$ cat config.mk
export PLATFORM = sky130hd
export DESIGN_NAME = fifo_wr_arb
export DESIGN_NICKNAME = d
export VERILOG_FILES = /design/src/rtl/fifo_arb_pkg.sv /design/src/rtl/fifo_rr_picker.sv /design/src/rtl/fifo_wr_arb.sv
export SDC_FILE = /design/constraint.sdc
export NUM_CORES = 1
export LEC_CHECK = 0
export CORE_MARGIN = 2
export CORE_UTILIZATION = 28
export DETAILED_ROUTE_END_ITERATION = 8
export GPL_ROUTABILITY_DRIVEN = 0
export PLACE_DENSITY = 0.59
export SLEW_MARGIN = 5
export SYNTH_ARGS = -nofsm -noshare
export SYNTH_HDL_FRONTEND = slang
export SYNTH_SLANG_ARGS = --single-unit
$ cat constraint.sdc
create_clock -name clk -period 5.4 [get_ports clk]
set_input_delay 0.54 -clock clk [delete_from_list [all_inputs] [get_ports clk]]
set_output_delay 0.54 -clock clk [all_outputs]
set_load 0.01 [all_outputs]
$ cat src/rtl/fifo_arb_pkg.sv
// Shared types and helpers for the FIFO write-side arbiter and its round-robin picker.
package fifo_arb_pkg;

    localparam int MAX_REQ   = 8;
    localparam int IDX_W     = 3;
    localparam int DEF_DEPTH = 8;
    localparam int OCC_W     = $clog2(DEF_DEPTH + 1);

    typedef enum logic [0:0] {
        IDLE  = 1'b0,
        BURST = 1'b1
    } state_t;

    // First set bit of valid at or after ptr, scanning cyclically over the low n bits.
    function automatic logic [MAX_REQ-1:0] rr_pick(
        input logic [MAX_REQ-1:0] valid,
        input logic [IDX_W-1:0]   ptr,
        input int                 n
    );
        logic [MAX_REQ-1:0] onehot;
        logic               found;
        int                 idx;
        onehot = '0;
        found  = 1'b0;
        for (int k = 0; k < MAX_REQ; k++) begin
            idx = int'(ptr) + k;
            if (idx >= n) idx = idx - n;
            if ((k < n) && !found && valid[idx[IDX_W-1:0]]) begin
                onehot[idx[IDX_W-1:0]] = 1'b1;
                found                  = 1'b1;
            end
        end
        return onehot;
    endfunction

endpackage

$ cat src/rtl/fifo_rr_picker.sv
// Combinational round-robin selector: valid vector plus start pointer in, one-hot and index out.
module fifo_rr_picker
    import fifo_arb_pkg::*;
#(
    parameter int NUM_REQ = 4
) (
    input  logic [NUM_REQ-1:0] i_valid,
    input  logic [IDX_W-1:0]   i_ptr,
    output logic [NUM_REQ-1:0] o_onehot,
    output logic [IDX_W-1:0]   o_idx,
    output logic               o_any
);

    logic [MAX_REQ-1:0] w_valid_ext;
    logic [MAX_REQ-1:0] w_pick;

    assign w_valid_ext = MAX_REQ'(i_valid);
    assign w_pick      = rr_pick(w_valid_ext, i_ptr, NUM_REQ);
    assign o_onehot    = w_pick[NUM_REQ-1:0];
    assign o_any       = |w_pick;

    always_comb begin
        o_idx = '0;
        for (int i = 0; i < NUM_REQ; i++) begin
            if (w_pick[i]) o_idx = IDX_W'(i);
        end
    end

endmodule

$ cat src/rtl/fifo_wr_arb.sv
// Round-robin burst arbiter feeding one FIFO write port; a local credit counter keeps writes off a full FIFO.
// Handshake: a producer beat transfers in any cycle where its req_valid and req_ready are both high.
module fifo_wr_arb
    import fifo_arb_pkg::*;
#(
    parameter int NUM_REQ   = 4,
    parameter int DATA_W    = 8,
    parameter int DEPTH     = 8,
    parameter int MAX_BURST = 4
) (
    input  logic                       clk,
    input  logic                       rst,
    input  logic [NUM_REQ-1:0]         i_req_valid,
    input  logic [NUM_REQ-1:0]         i_req_last,
    input  logic [NUM_REQ*DATA_W-1:0]  i_req_data,
    output logic [NUM_REQ-1:0]         o_req_ready,
    input  logic                       i_fifo_rd_ok,
    input  logic                       i_fifo_full,
    output logic                       o_fifo_wr,
    output logic [DATA_W-1:0]          o_fifo_data,
    output logic [NUM_REQ-1:0]         o_gnt,
    output logic [$clog2(DEPTH+1)-1:0] o_occ,
    output logic                       o_ovf_err,
    output state_t                     o_dbg_state,
    output logic [IDX_W-1:0]           o_dbg_rr_ptr
);

    localparam int                    OCC_WIDTH = $clog2(DEPTH + 1);
    localparam int                    BEAT_W    = $clog2(MAX_BURST + 1);
    localparam logic [OCC_WIDTH-1:0]  OCC_FULL  = OCC_WIDTH'(DEPTH);
    localparam logic [BEAT_W-1:0]     BEAT_LAST = BEAT_W'(MAX_BURST - 1);
    localparam logic [IDX_W-1:0]      IDX_LAST  = IDX_W'(NUM_REQ - 1);

    state_t                r_state, w_next_state;
    logic [NUM_REQ-1:0]    r_gnt;
    logic [IDX_W-1:0]      r_gnt_idx;
    logic [IDX_W-1:0]      r_rr_ptr;
    logic [BEAT_W-1:0]     r_beat_cnt;
    logic [OCC_WIDTH-1:0]  r_occ;
    logic                  r_fifo_wr;
    logic [DATA_W-1:0]     r_fifo_data;
    logic                  r_ovf_err;

    logic [NUM_REQ-1:0]    w_pick_onehot;
    logic [IDX_W-1:0]      w_pick_idx;
    logic                  w_pick_any;
    logic                  w_gnt_valid;
    logic                  w_gnt_last;
    logic [DATA_W-1:0]     w_gnt_data;
    logic                  w_credit;
    logic [NUM_REQ-1:0]    w_ready;
    logic                  w_accept;
    logic                  w_release;

    fifo_rr_picker #(.NUM_REQ(NUM_REQ)) u_picker (
        .i_valid  (i_req_valid),
        .i_ptr    (r_rr_ptr),
        .o_onehot (w_pick_onehot),
        .o_idx    (w_pick_idx),
        .o_any    (w_pick_any)
    );

    assign w_gnt_valid = |(i_req_valid & r_gnt);
    assign w_gnt_last  = |(i_req_last & r_gnt);

    always_comb begin
        w_gnt_data = '0;
        for (int i = 0; i < NUM_REQ; i++) begin
            if (r_gnt[i]) w_gnt_data = i_req_data[i*DATA_W +: DATA_W];
        end
    end

    // A read this cycle frees a slot, so a beat may enter even at full occupancy.
    assign w_credit  = (r_occ < OCC_FULL) || i_fifo_rd_ok;
    assign w_accept  = |(i_req_valid & w_ready);
    assign w_release = (r_state == BURST) &&
                       (!w_gnt_valid || (w_accept && (w_gnt_last || (r_beat_cnt == BEAT_LAST))));

    always_ff @(posedge clk) begin
        if (rst) r_state <= IDLE;
        else     r_state <= w_next_state;
    end

    always_comb begin
        w_next_state = r_state;
        case (r_state)
            IDLE:    if (w_pick_any) w_next_state = BURST;
            BURST:   if (w_release)  w_next_state = IDLE;
            default: w_next_state = IDLE;
        endcase
    end

    always_comb begin
        w_ready = '0;
        if ((r_state == BURST) && w_credit) w_ready = r_gnt;
    end

    always_ff @(posedge clk) begin
        if (rst) begin
            r_gnt       <= '0;
            r_gnt_idx   <= '0;
            r_rr_ptr    <= '0;
            r_beat_cnt  <= '0;
            r_occ       <= '0;
            r_fifo_wr   <= 1'b0;
            r_fifo_data <= '0;
            r_ovf_err   <= 1'b0;
        end else begin
            r_fifo_wr <= w_accept;
            if (w_accept) r_fifo_data <= w_gnt_data;
            r_ovf_err <= r_ovf_err | (r_fifo_wr & i_fifo_full & ~i_fifo_rd_ok);

            if (w_accept && !i_fifo_rd_ok)
                r_occ <= r_occ + OCC_WIDTH'(1);
            else if (!w_accept && i_fifo_rd_ok && (r_occ != '0))
                r_occ <= r_occ - OCC_WIDTH'(1);

            if ((r_state == IDLE) && w_pick_any) begin
                r_gnt      <= w_pick_onehot;
                r_gnt_idx  <= w_pick_idx;
                r_beat_cnt <= '0;
            end else if (w_release) begin
                r_gnt    <= '0;
                r_rr_ptr <= (r_gnt_idx == IDX_LAST) ? '0 : r_gnt_idx + IDX_W'(1);
            end else if (w_accept) begin
                r_beat_cnt <= r_beat_cnt + BEAT_W'(1);
            end
        end
    end

    assign o_req_ready  = w_ready;
    assign o_fifo_wr    = r_fifo_wr;
    assign o_fifo_data  = r_fifo_data;
    assign o_gnt        = r_gnt;
    assign o_occ        = r_occ;
    assign o_ovf_err    = r_ovf_err;
    assign o_dbg_state  = r_state;
    assign o_dbg_rr_ptr = r_rr_ptr;

endmodule
==> flow_results.org, run 1 <==
** Run status
- Outcome :: complete, no violations

** Logic synthesis
- Post-synthesis sequential area ratio :: 0.281
- Average footprint of a synthesized cell :: ~8.3 um^2
- Mapped Nets :: 282
- For this run, the leading register cell type out of synthesis is sky130_fd_sc_hd__dfxtp_1.
- Of all cell types, the one taking the most synthesized area is sky130_fd_sc_hd__dfxtp_1.
- For this run, asynchronously set or reset flops after synthesis account for 0.
- After synthesis, the netlist uses 50 different library cells.
- After technology mapping, the gate count stands at 224.
- The Yosys step of the flow raised 0 warnings.
- Fraction of the mapped netlist area in simple logic gates :: 0.224
- Cell area after synthesis :: 1850 um^2
- The post-synthesis compound-gate area fraction was 0.265.
- After synthesis, the cell types taking the most area are sky130_fd_sc_hd__dfxtp_1 28%, sky130_fd_sc_hd__ha_1 8.8%, sky130_fd_sc_hd__a21oi_1 6.8%.
- Share of cell area taken by muxes after synthesis :: 0.0615
- The synthesized design contains 26 register bits.
- Counting flops with a built-in enable in the synthesized netlist gives 0.
- By area, the combinational part of the netlist is dominated by compound AO/OA/AOI/OAI gates.
- Of the post-synthesis cell area, the dominant cell type holds 0.281.
- Adder-cell area share of the yosys netlist :: 0.0987
- Of the total synthesized cell area, the portion taken by XOR and XNOR cells is 0.0142.

** STA
- For the final routed database, the setup TNS stands at 0 ns.
- In the finished design, the share of the clock period the worst path needs comes to 0.548.
- Final number of setup-violating endpoints :: 0
- Number of failing hold endpoints at the final stage :: 0
- Once routing completed, OpenROAD measured the worst setup slack at 2.44 ns.
- The number of pins with negative max-slew slack in the final report is 0.
- Setup repair after global routing left no endpoint under its margin.
- Minimum clock period :: 2.96 ns
- Headroom to the max-slew limit came out at 0.384.
- At the pin with the least slew margin, the transition time is just over 0.9 ns.
- FMAX :: 0.338 GHz
- Clock skew on the completed layout was measured at 0.00201 ns.

** Routing
- The first detailed-routing pass took 5 iterations.
- Vias per std cell :: 5.21
- Residual DRC :: 0
- Post-detailed-route wirelength per cell :: 14.3 um
- Starting DRC count in detailed routing :: 145
- In this run the remaining antenna-violating nets after routing total 0.
- For this block, the routed nets add up to between 5000 and 6000 um of wire.
- Total number of vias :: roughly 1900

** Global route
- In the global route stage, overall resource usage came out at 0.140.
- Summed over all layers, the global routing overflow is 0.
- Number of antenna violations at the first check in global routing :: 0
- Number of global-route vias before repair :: 1779
- Met2 demand-to-capacity share in global routing :: 0.240
- In the global route stage, met1 resource usage came out at 0.181.
- For met3 alone, demand over resource in global routing was 0.0302.
- Grt peak-use layer :: met2
- Largest net degree at the start of global routing :: 26
- Global-route wire length before repair :: between 8000 and 9000 um

** Placement
- Buffers placed on the I/O ports in this run total 68.
- Worst setup slack before clock tree synthesis :: 2.45 ns
- Hpwl dp :: 3930 um
- Cells after DPL :: 355

** Floorplan
- The region available for standard cell placement spans 6390 um^2.
- Number of placed I/O pins :: 70
- Num rows :: 29
- Initial Utilization :: 0.290
- In this run the vertical extent of the chip is 85.3 um.
- Measured along the x axis, the die boundary spans 85.3 um.
- The die covers 7280 um^2.

** Clock tree
- In this run the number of H-tree levels came out at 1.
- In this run, CTS created clock tree buffers numbering 3.
- CTS Buffer Depth :: 2
- Clock tree synthesis found a total of 26 sinks.
- After clock tree synthesis, the setup repair step added 0 buffers.
- Register clock-pin slew on the reported worst setup and hold paths :: 0.09 ns
- Clock Latency Late Sink :: around 0.27 ns
- The number of gates resized after CTS was 0.
- Hold-fix buffer count after cts :: 0
- TritonCTS clock tree :: done
- CTS root buf :: sky130_fd_sc_hd__clkbuf_8

** Power
- For this design the static power due to leakage is approximately 0.92 nW.
- Final Total Pwr :: 1.31 mW
- Worst supply voltage drop on vdd :: between 150 and 200 uV
- In this run the power density over the cells is 501 nW/um^2.

** Worst setup path
- The critical path is of the flip-flop to flip-flop type.
- The worst setup path is launched from a flip-flop.
- The endpoint identified for the worst register-to-register timing path is r_beat_cnt[2].
- For the worst setup path, the data required time is 5.59 ns.
- Endpoint arrival time on the critical path :: 3.15 ns
- STA classifies the critical path endpoint as a flip-flop.
- Maximum fanout encountered on the critical timing path :: 10
- In this run the critical register-to-register path is launched from o_dbg_rr_ptr[0].
- Setup slack on the worst reg-to-reg path comes out at 2.44 ns.
- Number of cells traversed by the worst register-to-register path :: 8

** Layout
- Net count reported at finish :: 341
- Compared with the post-synthesis result, the final layout area differs by 41.1%.
- Non-filler cells, final :: 358
- The number of antenna diodes in the final layout is 0.
- Of the cells placed in the final design, the portion with a size suffix greater than 1 is 0.0569.

** Hold path
- Worst hold path cell count :: 2
- Worst hold-check path type :: flip-flop to flip-flop
- In this run the most critical hold path is launched from o_ovf_err.
- For hold timing, the worst endpoint is o_ovf_err.

** Job
- Max-cap violations in this run came to 0.
==> metal layers <==
metal  part of all wire  wire (um)
met3              0.069        352
met5                  0          0
met2               0.48       2440
met1               0.45       2290
met4             0.0093         48
==> flip-flops by register name, indices dropped and copies added, names as in the netlist <==
name	cells
o_dbg_rr_ptr	2
o_dbg_state	1
o_fifo_data	8
o_fifo_wr	1
o_gnt	4
o_occ	4
o_ovf_err	1
r_beat_cnt	3
r_gnt_idx	2
==> how the worst max path moves through the flow <==
| stage | from | endpoint | depth (start not counted) |
|---|---|---|---|
| final | o_dbg_rr_ptr[0] | r_beat_cnt[2] | 8 |
| after global routing | o_dbg_rr_ptr[0] | r_beat_cnt[2] | 8 |
| after CTS | o_dbg_rr_ptr[0] | r_beat_cnt[2] | 8 |
| after detailed placement | i_req_valid[3] | o_occ[3] | 11 |
| after global placement | i_req_valid[3] | o_occ[3] | 11 |
| after floorplan | o_dbg_rr_ptr[0] | r_beat_cnt[2] | 8 |
==> cell families (layout without fill, tap and decap cells) <==
| kind of cell | after synthesis | count (layout) |
|---|---|---|
| AOI/OAI and AO/OA | 70 | 70 |
| xor gates and xnor gates | 3 | 3 |
| adders and majority gates | 14 | 14 |
| buffers and inverters | 22 | 79 |
| DFF | 26 | 26 |
| muxes | 6 | 6 |
| other | 1 | 1 |
| and+or+nand+nor | 82 | 82 |
==> cell type report <==
class | instances | area (um^2)
inverters | 7 | 26.3
well taps | 77 | 96.3
flip-flops and latches | 26 | 520
clock buffers | 3 | 41.3
repair buffers | 69 | 688
fillers | 664 | 3770
multi-input cells | 176 | 1240
==> Yosys cell counts (all sizes together), types with 2 or more instances <==
master / n
a211oi: 12
a21oi: 26
a221oi: 10
a22oi: 2
a31oi: 2
and2: 6
buf: 7
clkbuf: 8
dfxtp: 26
ha: 13
inv: 7
mux2i: 2
mux4: 4
nand2: 13
nand3b: 4
nor2: 29
nor2b: 11
nor3: 9
nor3b: 3
o21ai: 4
o31ai: 2
o32ai: 3
or2: 3
xnor2: 2
==> cell usage in the layout (no fill, tap or decap), types with 3 or more instances in the layout <==
cell type / instances
sky130_fd_sc_hd__a211oi_1: 11
sky130_fd_sc_hd__a21oi_1: 25
sky130_fd_sc_hd__a221oi_1: 9
sky130_fd_sc_hd__and2_1: 5
sky130_fd_sc_hd__clkbuf_8: 3
sky130_fd_sc_hd__clkdlybuf4s50_1: 68
sky130_fd_sc_hd__dfxtp_1: 26
sky130_fd_sc_hd__ha_1: 13
sky130_fd_sc_hd__inv_1: 7
sky130_fd_sc_hd__mux4_2: 3
sky130_fd_sc_hd__nand2_1: 13
sky130_fd_sc_hd__nand3b_1: 4
sky130_fd_sc_hd__nor2_1: 29
sky130_fd_sc_hd__nor2b_1: 11
sky130_fd_sc_hd__nor3_1: 9
sky130_fd_sc_hd__o21ai_0: 3
sky130_fd_sc_hd__o32ai_1: 3
==> where the power goes <==
part / internal [mW] / leakage [nW] / switching [mW]
combinational: 0.411 / 0.690 / 0.424
clock: 0.0500 / 0.0216 / 0.0602
sequential: 0.251 / 0.212 / 0.114
==> per-stage QoR <==
step | hold WS, ns | area, um^2 | utilization
finish | 0.474 | 2610 | 0.409
detailed placement | 0.461 | 2570 | 0.402
floorplan | 0.453 | 1850 | -
global route | 0.532 | 2610 | 0.409
global placement | 0.451 | 2570 | 0.402
CTS | 0.483 | 2610 | 0.409
==> critical path, stage by stage, from the launching register on <==
cell and delay, ns:
sky130_fd_sc_hd__dfxtp_1 0.57, sky130_fd_sc_hd__inv_1 0.19, sky130_fd_sc_hd__ha_1 0.36, sky130_fd_sc_hd__mux4_1 0.69
sky130_fd_sc_hd__a21oi_1 0.21, sky130_fd_sc_hd__o22ai_2 0.15, sky130_fd_sc_hd__nor4_2 0.36, sky130_fd_sc_hd__o21bai_2 0.13
sky130_fd_sc_hd__a211oi_2 0.21
Power figures use the tool's default switching activity.
==> run 2, diff against run 1 <==
--- a/config.mk
+++ b/config.mk
@@ -9,7 +9,7 @@
 export CORE_UTILIZATION = 28
 export DETAILED_ROUTE_END_ITERATION = 8
 export GPL_ROUTABILITY_DRIVEN = 0
-export PLACE_DENSITY = 0.59
+export PLACE_DENSITY = 0.61
 export SLEW_MARGIN = 5
 export SYNTH_ARGS = -nofsm -noshare
 export SYNTH_HDL_FRONTEND = slang
==> constraint.sdc (replaced) <==
create_clock -name clk -period 2.6 [get_ports clk]
set_input_delay 0.26 -clock clk [delete_from_list [all_inputs] [get_ports clk]]
set_output_delay 0.26 -clock clk [all_outputs]
set_load 0.01 [all_outputs]
==> run 2 against run 1 <==
  * Global-route usage rose by 0.34 points
  * Clock skew rose by 0.0038 ns
  * Clock power rose by 140%
  * Critical path depth fell by 1
  * Maximum frequency rose by 23%
  * Sequential power rose by 69%
  * Cell area rose by 5.2%
  * Hold slack improved by 0.0078 ns
==> flow_results.org, run 2 (synthesis gave the netlist of run 1 again) <==
** Routing
- The aggregate routed wire length came to 5080 um (was 5140 um).
- Vias per std cell :: 4.96 (was 5.21)
- The antenna violation net count after detailed routing is 0 (unchanged).
- The DRC violation total after the first TritonRoute iteration is 82 (was 145).
- The average wire per cell in the routed design is 13.6 um (was 14.3 um).
- The number of design rule violations left after detail routing came to 0 (unchanged).
- Total number of vias :: 1855 (was 1865)
- The detailed-routing iteration count for the pre-antenna-repair pass was 4 (was 5).

** Layout
- Growth of design area from synthesis to finish :: 48.5% (was 41.1%)
- The leading cell type in the layout, fill and taps excluded was sky130_fd_sc_hd__clkdlybuf4s50_1 (unchanged).
- Fraction of final layout cells sized beyond drive strength 1 :: 0.111 (was 0.0569)
- Antenna diode count :: 0 (unchanged)
- Commonest non-fill, non-tap cells in the layout :: 68 x sky130_fd_sc_hd__clkdlybuf4s50_1, 29 x sky130_fd_sc_hd__nor2_1, 25 x sky130_fd_sc_hd__a21oi_1, 25 x sky130_fd_sc_hd__dfxtp_1, 16 x sky130_fd_sc_hd__buf_4 (was 68 x sky130_fd_sc_hd__clkdlybuf4s50_1, 29 x sky130_fd_sc_hd__nor2_1, 26 x sky130_fd_sc_hd__dfxtp_1)
- Net count reported at finish :: 356 (was 341)
- The number of flip-flops under the largest register name was 8 (unchanged).

** Worst setup path
- Maximum fanout encountered on the critical timing path :: 12 (was 10)
- The critical path startpoint category was a flip-flop (unchanged).
- The slowest cell on the critical path is sky130_fd_sc_hd__mux4_2 (was sky130_fd_sc_hd__mux4_1).
- Ordered cell list for the critical path: buf_4 > mux4_2 > or2_1 > a211oi_1 > nor3_1 > o21ai_0 > a21oi_1 (was inv_1 > ha_1 > mux4_1 > a21oi_1 > o22ai_2 > nor4_2 > o21bai_2 > a211oi_2).
- The start-to-end type of the worst setup path was flip-flop to flip-flop (unchanged).
- Critical Path RT :: 2.75 ns (was 5.59 ns)
- Endpoint arrival time on the critical path :: 2.56 ns (was 3.15 ns)
- The peak per-stage delay on the critical path is 0.64 ns (was 0.69 ns).
- The critical path capture point type is a flip-flop (unchanged).

** STA
- The transition time at the pin with the least slew margin was 0.714 ns (was 0.921 ns).
- The final cycle utilization of the critical path was 0.928 (was 0.548).
- Final number of setup-violating endpoints :: 0 (unchanged)
- The total count of hold-check failures in the final report is 0 (unchanged).
- The top achievable clock speed is 0.414 GHz (was 0.338 GHz).
- Worst slew slack as a fraction of its limit :: 0.523 (was 0.384)
- The setup total negative slack was 0 ns (unchanged).
- Minimum clock period :: 2.41 ns (was 2.96 ns)
- Worst Hold Margin :: 0.482 ns (was 0.474 ns)
- The final setup skew came to 0.00583 ns (was 0.00201 ns).
- Unrepaired setup endpoints after global routing: no (unchanged).
- Final count of pins violating max slew :: 0 (unchanged)

** Placement
- The number of input and output port buffers inserted was 68 (unchanged).
- The total half-perimeter wirelength after legalization and detailed placement was 4040 um (was 3930 um).

** Run status
- Outcome: complete, no violations (unchanged).

** Clock tree
- CTS Buffer Depth :: 2 (unchanged)
- CTS root buf :: sky130_fd_sc_hd__clkbuf_8 (unchanged)
- Clock buffers created by TritonCTS :: 3 (unchanged)
- Clock Sinks :: 26 (unchanged)
- The clock latency of the later-clocked register in the worst-skew pair came to 0.27 ns (about the same).
- Post-CTS setup repair buffer count :: 0 (unchanged)
- The TritonCTS clock tree was done (unchanged).
- H-tree levels :: 1 (unchanged)
- The clock-pin slew reported for the worst setup and hold paths after clock tree synthesis was 0.09 ns (about the same).
- Hold-fix buffer count after cts :: 0 (unchanged)

** Floorplan
- Die Ht :: 85.3 um (unchanged)
- Initial Utilization :: 0.290 (unchanged)
- The chip width is 85.3 um (unchanged).
- Number of placed I/O pins :: 70 (unchanged)
- The placement row count is 29 (unchanged).
- The area of the placeable core came to 6390 um^2 (unchanged).
- The floorplan die area was 7280 um^2 (unchanged).

** Power
- The total power came to 2.92 mW (was 1.31 mW).
- The worst voltage drop across the vdd grid is 363 uV (was 179 uV).
- The static leakage came to 1.01 nW (was 0.924 nW).
- Power density over the cells :: 1060 nW/um^2 (was 501 nW/um^2)

** Global route
- The via count of the first global-routing pass is 1778 (was 1779).
- The maximum number of pins on one net before global-route repair is 22 (was 26).
- The number of antenna violations at the first check in global routing came to 0 (unchanged).
- GRT Resource Usage Total :: 0.143 (was 0.140)
- Global route total overflow :: 0 (unchanged)
- The global-route wire length before repair was 8600 um (was 8360 um).

** Hold path
- Worst hold-check path type :: flip-flop to flip-flop (unchanged)

** Job
- Max cap viols :: 0 (unchanged)
==> run 2: cell types whose count changed in the layout (fill, tap and decap cells not counted), sizes merged <==
cell	change
buf	+15
clkbuf	+1
==> run 2: worst max-delay path: cells and delay by family, from the launching register on <==
family                 cells  cell delay (ns)
buffers and inverters      1             0.17
DFF                        1             0.33
and+or+nand+nor            2             0.46
AOI/OAI and AO/OA          3             0.69
muxes                      1             0.64
==> run 2: power breakdown <==
group	switching, mW	internal, mW	leakage (nW)
registers	0.0926	0.522	0.213
logic	1.07	0.983	0.765
clock network	0.126	0.135	0.0288
==> run 2: path summary, 6_finish.rpt <==
check | end | slack (ns) | cells after the start | from
setup / recovery | r_gnt_idx[1] | 0.19 | 7 | o_dbg_rr_ptr[0]
hold / removal | o_ovf_err | 0.48 | 2 | o_ovf_err
setup reg to reg | r_gnt_idx[1] | 0.19 | 7 | o_dbg_rr_ptr[0]
hold reg to reg | o_ovf_err | 0.48 | 2 | o_ovf_err
==> run 2: layout make-up <==
class	instances	area [um^2]
multi-input cells	176	1250
repair buffers	84	801
flip-flops and latches	26	522
inverters	7	26.3
clock buffers	4	55.1
fillers	636	3640
well taps	77	96.3
==> run 2: per-layer routing <==
metal  wire, um  part of all wire  track usage
met4         40            0.0079       0.0274
met1       2390              0.47        0.200
met2       2360              0.47        0.232
met5          0                 0            0
met3        281             0.055       0.0272
==> run 2: through the flow <==
step	instances	util	area (um^2)	setup slack [ns]
finish	374	0.430	2750	0.187
global route	374	0.430	2750	0.0512
CTS	374	0.429	2740	0.181
detailed placement	370	0.420	2680	0.103
global placement	370	0.420	2680	0.118
floorplan	224	-	1850	0.0262
==> run 2: timing repair <==
item	CTS	global route
hold endpoints to repair	0	0
endpoints found under the setup margin	0	1
gates resized for setup	0	1
==> run 3, diff against run 2 <==
--- a/config.mk
+++ b/config.mk
@@ -9,7 +9,6 @@
 export CORE_UTILIZATION = 28
 export DETAILED_ROUTE_END_ITERATION = 8
 export GPL_ROUTABILITY_DRIVEN = 0
-export PLACE_DENSITY = 0.61
 export SLEW_MARGIN = 5
 export SYNTH_ARGS = -nofsm -noshare
 export SYNTH_HDL_FRONTEND = slang
==> run 3 against run 2 <==
  * Clock skew grew 0.0027 ns
  * Sequential power about the same
  * Combinational power up 2%
  * Setup slack got worse by 0.029 ns
  * First-iteration DRC count down 11%
  * Core utilization grew 0.24 points
  * Power is 2.1% higher
  * Via count grew 3.2%
  * Hold slack improved by 0.0094 ns
  * Clock power rose by 3%
  * Cell area rose by 0.55%
  * Critical endpoint is now o_gnt[2]
  * Largest cell class unchanged
==> flow_results.org, run 3 (synthesis gave the netlist of run 1 again) <==
** Run status
- Outcome: complete, no violations (unchanged).

** Worst setup path
- Critical Path RT :: 2.75 ns (about the same)
- The critical path startpoint category is a flip-flop (unchanged).
- Category of the critical setup timing path :: flip-flop to flip-flop (unchanged)
- Number of cells traversed by the worst register-to-register path :: 8 (was 7)
- The worst endpoint data arrival time is 2.60 ns (was 2.56 ns).
- Ordered cell list for the critical path: inv_1 > ha_1 > mux4_2 > or2_1 > a211oi_1 > nor3_1 > a21oi_1 > o32ai_1 (was buf_4 > mux4_2 > or2_1 > a211oi_1 > nor3_1 > o21ai_0 > a21oi_1).
- The peak per-stage delay on the critical path was 0.45 ns (was 0.64 ns).
- The highest fanout seen on the critical path came to 8 (was 12).
- Cell at the slowest stage of the critical path :: sky130_fd_sc_hd__a211oi_1 (was sky130_fd_sc_hd__mux4_2)
- The critical path capture point type is a flip-flop (unchanged).

** Layout
- The final design instance area without fill was 2760 um^2 (was 2750 um^2).
- The filler-free cell count of the finished design came to 376 (was 374).
- The fraction of final layout cells sized beyond drive strength 1 came to 0.117 (was 0.111).
- The number of fillers in the final layout is 677 (was 636).
- Final Util :: 0.433 (was 0.430)
- The net count reported at finish was 358 (was 356).
- The number of flip-flops under the largest register name is 8 (unchanged).
- Antenna diode count :: 0 (unchanged)
- Growth of design area from synthesis to finish :: 49.3% (was 48.5%)
- Commonest non-fill, non-tap cells in the layout: 68 x sky130_fd_sc_hd__clkdlybuf4s50_1, 29 x sky130_fd_sc_hd__nor2_1, 25 x sky130_fd_sc_hd__a21oi_1, 25 x sky130_fd_sc_hd__dfxtp_1, 18 x sky130_fd_sc_hd__buf_4 (was 68 x sky130_fd_sc_hd__clkdlybuf4s50_1, 29 x sky130_fd_sc_hd__nor2_1, 25 x sky130_fd_sc_hd__a21oi_1, 25 x sky130_fd_sc_hd__dfxtp_1, 16 x sky130_fd_sc_hd__buf_4).
- The leading cell type in the layout, fill and taps excluded is sky130_fd_sc_hd__clkdlybuf4s50_1 (unchanged).

** STA
- Post-route clock period utilization :: 0.939 (was 0.928)
- The tightest hold margin was 0.491 ns (was 0.482 ns).
- The transition time at the pin with the least slew margin was 0.645 ns (was 0.714 ns).
- The final setup slack of the worst path came to 0.158 ns (was 0.187 ns).
- Clock tree skew after final layout :: 0.00853 ns (was 0.00583 ns)
- The number of pins with negative max-slew slack in the final report came to 0 (unchanged).
- Number of failing hold endpoints at the final stage :: 0 (unchanged)
- The top achievable clock speed is 0.409 GHz (was 0.414 GHz).
- Worst slew slack as a fraction of its limit :: 0.569 (was 0.523)
- The minimum clock period after layout was 2.44 ns (was 2.41 ns).
- Total negative setup slack :: 0 ns (unchanged)
- Unrepaired setup endpoints after global routing :: no (unchanged)
- Final number of setup-violating endpoints :: 0 (unchanged)

** Global route
- The via count of the first global-routing pass was 1816 (was 1778).
- The maximum number of pins on one net before global-route repair was 22 (unchanged).
- Number of antenna violations at the first check in global routing :: 0 (unchanged)
- The global route total overflow was 0 (unchanged).
- The global-route wire length before repair was 8630 um (was 8600 um).
- The overall track demand over capacity in global routing was 0.145 (was 0.143).

** Routing
- Starting DRC count in detailed routing :: 73 (was 82)
- The aggregate routed wire length came to 5280 um (was 5080 um).
- The antenna violation net count after detailed routing came to 0 (unchanged).
- Residual DRC :: 0 (unchanged)
- Total number of vias :: 1915 (was 1855)
- The average wire per cell in the routed design is 14.0 um (was 13.6 um).
- Vias per std cell :: 5.09 (was 4.96)
- The detailed-routing iteration count for the pre-antenna-repair pass came to 4 (unchanged).

** Floorplan
- Placeable Area :: 6390 um^2 (unchanged)
- The placement row count was 29 (unchanged).
- The overall die height came to 85.3 um (unchanged).
- The chip width was 85.3 um (unchanged).
- DIE AREA :: 7280 um^2 (unchanged)
- The number of I/O pins came to 70 (unchanged).
- Initial Utilization :: 0.290 (unchanged)

** Clock tree
- The count of clock tree sinks came to 26 (unchanged).
- TritonCTS clock tree :: done (unchanged)
- Clock buffers created by TritonCTS :: 3 (unchanged)
- The number of buffers between clock root and the deepest sink came to 2 (unchanged).
- The clock latency of the later-clocked register in the worst-skew pair was 0.28 ns (was 0.27 ns).
- Register clock-pin slew on the reported worst setup and hold paths :: 0.10 ns (was 0.09 ns)
- CTS root buf :: sky130_fd_sc_hd__clkbuf_8 (unchanged)
- H-tree levels :: 1 (unchanged)
- The buffer count from post-CTS setup fixing is 0 (unchanged).

** Placement
- Count of buffers from port buffering :: 68 (unchanged)
- The total half-perimeter wirelength after legalization and detailed placement came to 4120 um (was 4040 um).
- Post-place instance area :: 2700 um^2 (was 2680 um^2)
- The number of placed instances with taps included is 372 (was 370).
- The pre-CTS setup slack was 0.0719 ns (was 0.103 ns).

** Power
- Worst supply voltage drop on vdd :: 338 uV (was 363 uV)
- Static leakage :: 1.02 nW (was 1.01 nW)
- The ratio of total power to cell area is 1080 nW/um^2 (was 1060 nW/um^2).
- The total power came to 2.98 mW (was 2.92 mW).

** Hold path
- The count of cells along the worst hold path is 2 (unchanged).
- Worst hold-check path type :: flip-flop to flip-flop (unchanged)

** Job
- The count of maximum capacitance violations is 0 (unchanged).
run 3: cell types whose count changed in the layout (fill, tap and decap cells not counted), sizes merged:
cell / change
buf: +2
run 3: report_power, final:
part	switching (mW)	total, mW	internal [mW]
clock network	0.134	0.269	0.136
logic	1.09	2.10	1.01
registers	0.0955	0.617	0.522
run 3: per-layer routing:
layer  share of wire  wire (um)  GRT usage  vias up
met5               0          0          0        -
met4          0.0040         21     0.0173        0
met3           0.057        301     0.0350        4
met2            0.48       2550      0.246       53
met1            0.46       2400      0.191      882
li1                -          -          -      976
run 3: final timing paths:
check	startpoint	to	slack, ns
max	o_dbg_rr_ptr[1]	o_gnt[2]	0.16
min	o_ovf_err	o_ovf_err	0.49
max reg2reg	o_dbg_rr_ptr[1]	o_gnt[2]	0.16
min reg2reg	o_ovf_err	o_ovf_err	0.49
run 3: worst max-delay path, delay by kind of cell, from the launching register on:
kind	cells	cell delay (ns)
adder cells (fa/ha/maj)	1	0.32
AO/OA/AOI/OAI	3	0.73
buffers and inverters	1	0.06
AND/OR/NAND/NOR	2	0.49
flip-flops	1	0.34
multiplexers	1	0.40
run 3: what timing repair did:
action / CTS / global route
setup endpoints to repair: 0 / 1
gates resized for setup: 0 / 1
hold buffers: 0 / 0
run 3: area by class of cell:
type | count | area (um^2) | area share
multi-input combinational | 176 | 1250 | 0.452
timing repair buffer | 86 | 816 | 0.295
sequential | 26 | 522 | 0.189
tap | 77 | 96.3 | 0.0349
clock buffer | 4 | 55.1 | 0.0199
inverter | 7 | 26.3 | 0.00951
